==> config.mk <==
export PLATFORM = sky130hd
export DESIGN_NAME = ysyx_22041412_booth_mul_seq
export DESIGN_NICKNAME = d
export VERILOG_FILES = /design/src/rtl/ysyx_22041412_booth_mul_seq.sv
export SDC_FILE = /design/constraint.sdc
export NUM_CORES = 2
export LEC_CHECK = 0
export BUFFER_PORTS_ARGS = -buffer_cell sky130_fd_sc_hd__buf_2
export CORE_UTILIZATION = 50
export CTS_CLUSTER_SIZE = 14
export DETAILED_ROUTE_END_ITERATION = 10
export GPL_ROUTABILITY_DRIVEN = 1
export HOLD_SLACK_MARGIN = 0.03
export PLACE_DENSITY = 0.79
export SYNTH_ARGS = -nofsm -noshare
export SYNTH_HDL_FRONTEND = slang
export SYNTH_SLANG_ARGS = --single-unit
==> constraint.sdc <==
create_clock -name clk -period 16.72 [get_ports clk]
set_input_delay 5.016 -clock clk [delete_from_list [all_inputs] [get_ports clk]]
set_output_delay 5.016 -clock clk [all_outputs]
set_load 0.01 [all_outputs]
==> src/rtl/ysyx_22041412_booth_mul_seq.sv <==
// Iterative radix-4 Booth multiplier for RV64M MUL/MULH/MULHSU/MULHU: one Booth step per cycle.
// Optional early exit when the remaining multiplier bits are all-zero/all-one:
// YSYX_22041412_MUL_EARLY_EXIT_EN.
module ysyx_22041412_booth_mul_seq #(
  parameter int unsigned XLEN  = 64,
  parameter int unsigned STEPS = 33
) (
  input  logic            clk,
  input  logic            rst_n,
  input  logic            in_valid,
  output logic            in_ready,
  input  logic [1:0]      mul_signed,
  input  logic [XLEN-1:0] a,
  input  logic [XLEN-1:0] b,
  input  logic            flush,
  output logic            out_valid,
  input  logic            out_ready,
  output logic [XLEN-1:0] result_hi,
  output logic [XLEN-1:0] result_lo
);

  localparam int unsigned AccW = 2 * XLEN + 4;
  localparam int unsigned YW   = XLEN + 3;
  localparam int unsigned CntW = $clog2(STEPS + 1);

  typedef enum logic [1:0] {StIdle, StBusy, StDone} state_e;

  state_e            state_q;
  logic [AccW-1:0]   x_q;
  logic [YW-1:0]     y_q;
  logic [AccW-1:0]   acc_q;
  logic [CntW-1:0]   cnt_q;
  logic [XLEN-1:0]   result_hi_q;
  logic [XLEN-1:0]   result_lo_q;

  logic              a_sgn;
  logic              b_sgn;
  logic [AccW-1:0]   x_ext;
  logic [YW-1:0]     y_ext;
  logic [2:0]        triplet;
  logic              sel_zero;
  logic              sel_two;
  logic              sel_neg;
  logic [AccW-1:0]   mag;
  logic [AccW-1:0]   pp;
  logic [AccW-1:0]   acc_sum;
  logic              last_step;

  // Encoding 01 (unsigned a, signed b) is not an RV64M op and is handled as fully unsigned.
  assign a_sgn = mul_signed[1];
  assign b_sgn = mul_signed[1] & mul_signed[0];
  assign x_ext = {{(AccW - XLEN){a_sgn & a[XLEN-1]}}, a};
  assign y_ext = {{2{b_sgn & b[XLEN-1]}}, b, 1'b0};

  always_comb begin
    triplet  = y_q[2:0];
    sel_zero = (triplet == 3'b000) || (triplet == 3'b111);
    sel_two  = (triplet == 3'b011) || (triplet == 3'b100);
    sel_neg  = triplet[2];
    mag      = sel_two ? {x_q[AccW-2:0], 1'b0} : x_q;
    if (sel_zero) begin
      pp = '0;
    end else if (sel_neg) begin
      pp = '0 - mag;
    end else begin
      pp = mag;
    end
    acc_sum = acc_q + pp;
`ifdef YSYX_22041412_MUL_EARLY_EXIT_EN
    // Remaining multiplier is pure sign extension: every further step adds zero.
    last_step = (cnt_q == CntW'(STEPS - 1)) || (y_q == '0) || (&y_q);
`else
    last_step = (cnt_q == CntW'(STEPS - 1));
`endif
  end

  always_ff @(posedge clk) begin
    if (!rst_n) begin
      state_q     <= StIdle;
      x_q         <= '0;
      y_q         <= '0;
      acc_q       <= '0;
      cnt_q       <= '0;
      result_hi_q <= '0;
      result_lo_q <= '0;
    end else begin
      case (state_q)
        StIdle: begin
          if (!flush && in_valid) begin
            x_q     <= x_ext;
            y_q     <= y_ext;
            acc_q   <= '0;
            cnt_q   <= '0;
            state_q <= StBusy;
          end
        end
        StBusy: begin
          if (flush) begin
            acc_q   <= '0;
            state_q <= StIdle;
          end else begin
            acc_q <= acc_sum;
            x_q   <= x_q << 2;
            y_q   <= {{2{y_q[YW-1]}}, y_q[YW-1:2]};
            cnt_q <= cnt_q + CntW'(1);
            if (last_step) begin
              result_hi_q <= acc_sum[2*XLEN-1:XLEN];
              result_lo_q <= acc_sum[XLEN-1:0];
              state_q     <= StDone;
            end
          end
        end
        StDone: begin
          if (flush) begin
            acc_q   <= '0;
            state_q <= StIdle;
          end else if (out_ready) begin
            state_q <= StIdle;
          end
        end
        default: state_q <= StIdle;
      endcase
    end
  end

  assign in_ready  = (state_q == StIdle);
  assign out_valid = (state_q == StDone);
  assign result_hi = result_hi_q;
  assign result_lo = result_lo_q;

endmodule
==> out/qor.txt <==
Hold Slack: 448 ps
synthesis-stage register bit count: 459
final core occ: 0.550
Layout area overhead: 8.75%
clk_skew: 26.5 ps
sequential area share after synthesis: 0.276
Filler Cells Inserted: 6336
Syn Inst Count: 4757
Setup CP Type: flip-flop to flip-flop
fraction of synthesized area in multiplexers: 0.0229
H-tree Lvls: 2
Vias/cell: 6.32
leakage power: 14.2 nW
CTS tree: done
pin count of the biggest net entering global routing: 117
Slew Viols, Final: 0
fin nets: 4953
Rows: 94
Synth Area in Compound Gates: 0.274
CTS sink cnt: 459
clock-pin slew on the worst setup and hold paths: 60 ps
Crit-path slowest cell: o31ai_1
vias in the first global route: 31100
area leader, netlist: dfxtp_1
hold buffer count at cts: 0
YS warnings: 0
Crit path arrival time: 10280 ps
min Tclk post-route: 9770 ps
ys flop type: dfxtp_1
Final Cycle Share: 0.584
Die X: 260 microns
final setup violation count: 0
Port Buffer Count: 264
initial drt markers: 4656
Final WS setup: 6950 ps
Critical Path Fanout Max: 100
post-synthesis simple-gate area fraction: 0.254
share of layout cells above drive strength 1: 0.0965
DRC Markers: 0
pre-CTS setup slack: 7380 ps
critical path's top delay family: simple AND/OR/NAND/NOR gates
routed via count: 35300
Max clock buf depth: 3
cell area after synthesis: 33300 sq um
buffers plus inverters on the worst setup path: 3
Num CTS Buffers: 52
min-delay src: result_lo[11]
setup TNS: 0 ps
first-pass GRT wire length: 181000 microns
Hold WC Path Type: flip-flop to flip-flop
Peak VDD IR: 0.0000728 V
worst-margin pin slew: 1190 ps
worst-skew pair later-pin latency: 630 ps
core area: 65700 sq um
Hold Vio Cnt, Final: 0
largest family of logic cells by synthesized area: compound AO/OA/AOI/OAI gates
synth unique cells: 92
RePlAce Congestion: 1.01
final WL: 118000 microns
syn_nets: 5023
capturing element type of the critical path: flip-flop
top post-synthesis cells by area: dfxtp_1 28%, nand2_1 8.7%, nor2_1 7.0%, o21ai_0 6.4%, a21oi_1 6.1%
Slew headroom: 0.202
root buffer cell: clkbuf_16
gr usage total: 0.337
Post-synth EDFFs: 0
post-DR wirelength/cell: 21.1 microns
initial antenna violation count: 13
XOR/XNOR Fraction of Synth Area: 0.0648
max-cap viol count: 0
Worst path max stage delay: 930 ps
Yosys top cell area share: 0.276
drt pass-1 iters: 6
critical path startpoint category: flip-flop
status: complete, no violations
die area: 67600 sq um
Die H: 260 microns
I/O Pins: 265
adder-cell area share of the yosys netlist: 0.0495
Req. time, crit path: 17230 ps
Syn Area/Cell: 6.99 sq um
Worst R2R Start: y_q[0]
crit path from: y_q[0]
total gr overflow: 0
Post-synth ARST share: 0
PwrDens: 86.4 nW/um^2
post-CTS setup buffers: 0
antenna viol nets, final: 0
post_cts resized: 0
Initial Utilization: 0.506
RSZ-0062 raised after global routing: no
Max Clk Rate: 102 MHz
Pwr Total: 3.13 mW
post-detail-place hpwl: 86100 microns
==> report_power, final <==
| part | internal [mW] | switching, mW |
|---|---|---|
| registers | 1.14 | 0.0818 |
| logic | 0.230 | 0.466 |
| clock network | 0.713 | 0.495 |
==> worst min-delay path, cell delays in order (launching register included) <==
cell	delay (ps)
dfxtp_1	300
nand2_1	50
a21oi_1	50
==> registers in the layout (all words and copies together), names as in the netlist <==
name and count:
acc_q 128, x_q 128, y_q 67, result_hi 64, result_lo 64, cnt_q 6
state_q 2
==> metal layers <==
metal | global-route usage | up-vias | wire length (microns)
met5 | 0 | - | 115
met2 | 0.463 | 1838 | 46600
met4 | 0.0807 | 18 | 2510
met3 | 0.0793 | 183 | 14100
met1 | 0.516 | 16500 | 54700
li1 | - | 16800 | -
==> cell type report <==
type	count	area, sq um	area share
well taps	864	1080	0.0299
flip-flops and latches	459	9200	0.254
repair buffers	304	1620	0.0448
multi-input cells	3800	22200	0.615
diodes	3	7.51	0.000208
inverters	70	270	0.00747
clock buffers	66	1440	0.0397
clock inverters	24	329	0.00910
==> layout by cell type (no fill, tap or decap), types with 25 or more instances in the layout <==
cell and instances:
inv_1 69, nor3_1 66, nand4_1 99, xnor2_1 141
dfxtp_1 456, o21ai_0 424, o211ai_1 25, nand2_1 770
or3_1 38, a22oi_1 97, and2_1 28, nor2_1 620
buf_2 264, o21bai_1 52, nor3b_1 42, nand2b_1 34
a21oi_1 404, xor2_1 105, mux2i_1 58, o21a_1 27
a31oi_1 41, buf_4 40, nand3_1 74, clkbuf_16 53
a21o_1 39, a311oi_1 124, ha_1 130
==> per-stage QoR <==
stage / std cells / instance area, sq um
floorplan: 4757 / 33300
global placement: 5496 / 34400
detailed placement: 5497 / 34400
CTS: 5587 / 36200
global route: 5589 / 36200
finish: 5590 / 36200
==> cells in the mapped netlist (97+ instances only) <==
cell type	number
a21oi_1	404
a22oi_1	97
a311oi_1	124
clkbuf_1	371
dfxtp_1	459
ha_1	130
nand2_1	773
nand4_1	99
nor2_1	623
o21ai_0	424
xnor2_1	141
xor2_1	105
==> worst paths after layout <==
path	endpoint	slack (ps)	cells after the start
min reg2reg	result_lo[11]	450	2
max	result_hi[63]	6950	26
min	result_lo[11]	450	2
max reg2reg	result_hi[63]	6950	26
==> logic make-up after synthesis <==
family                     after synthesis
adders and majority gates              131
xor gates and xnor gates               246
buffers and inverters                  498
muxes                                   74
and+or+nand+nor                       1901
DFF                                    459
AOI/OAI and AO/OA                     1448
No activity file was read; power rests on OpenSTA's default activity.
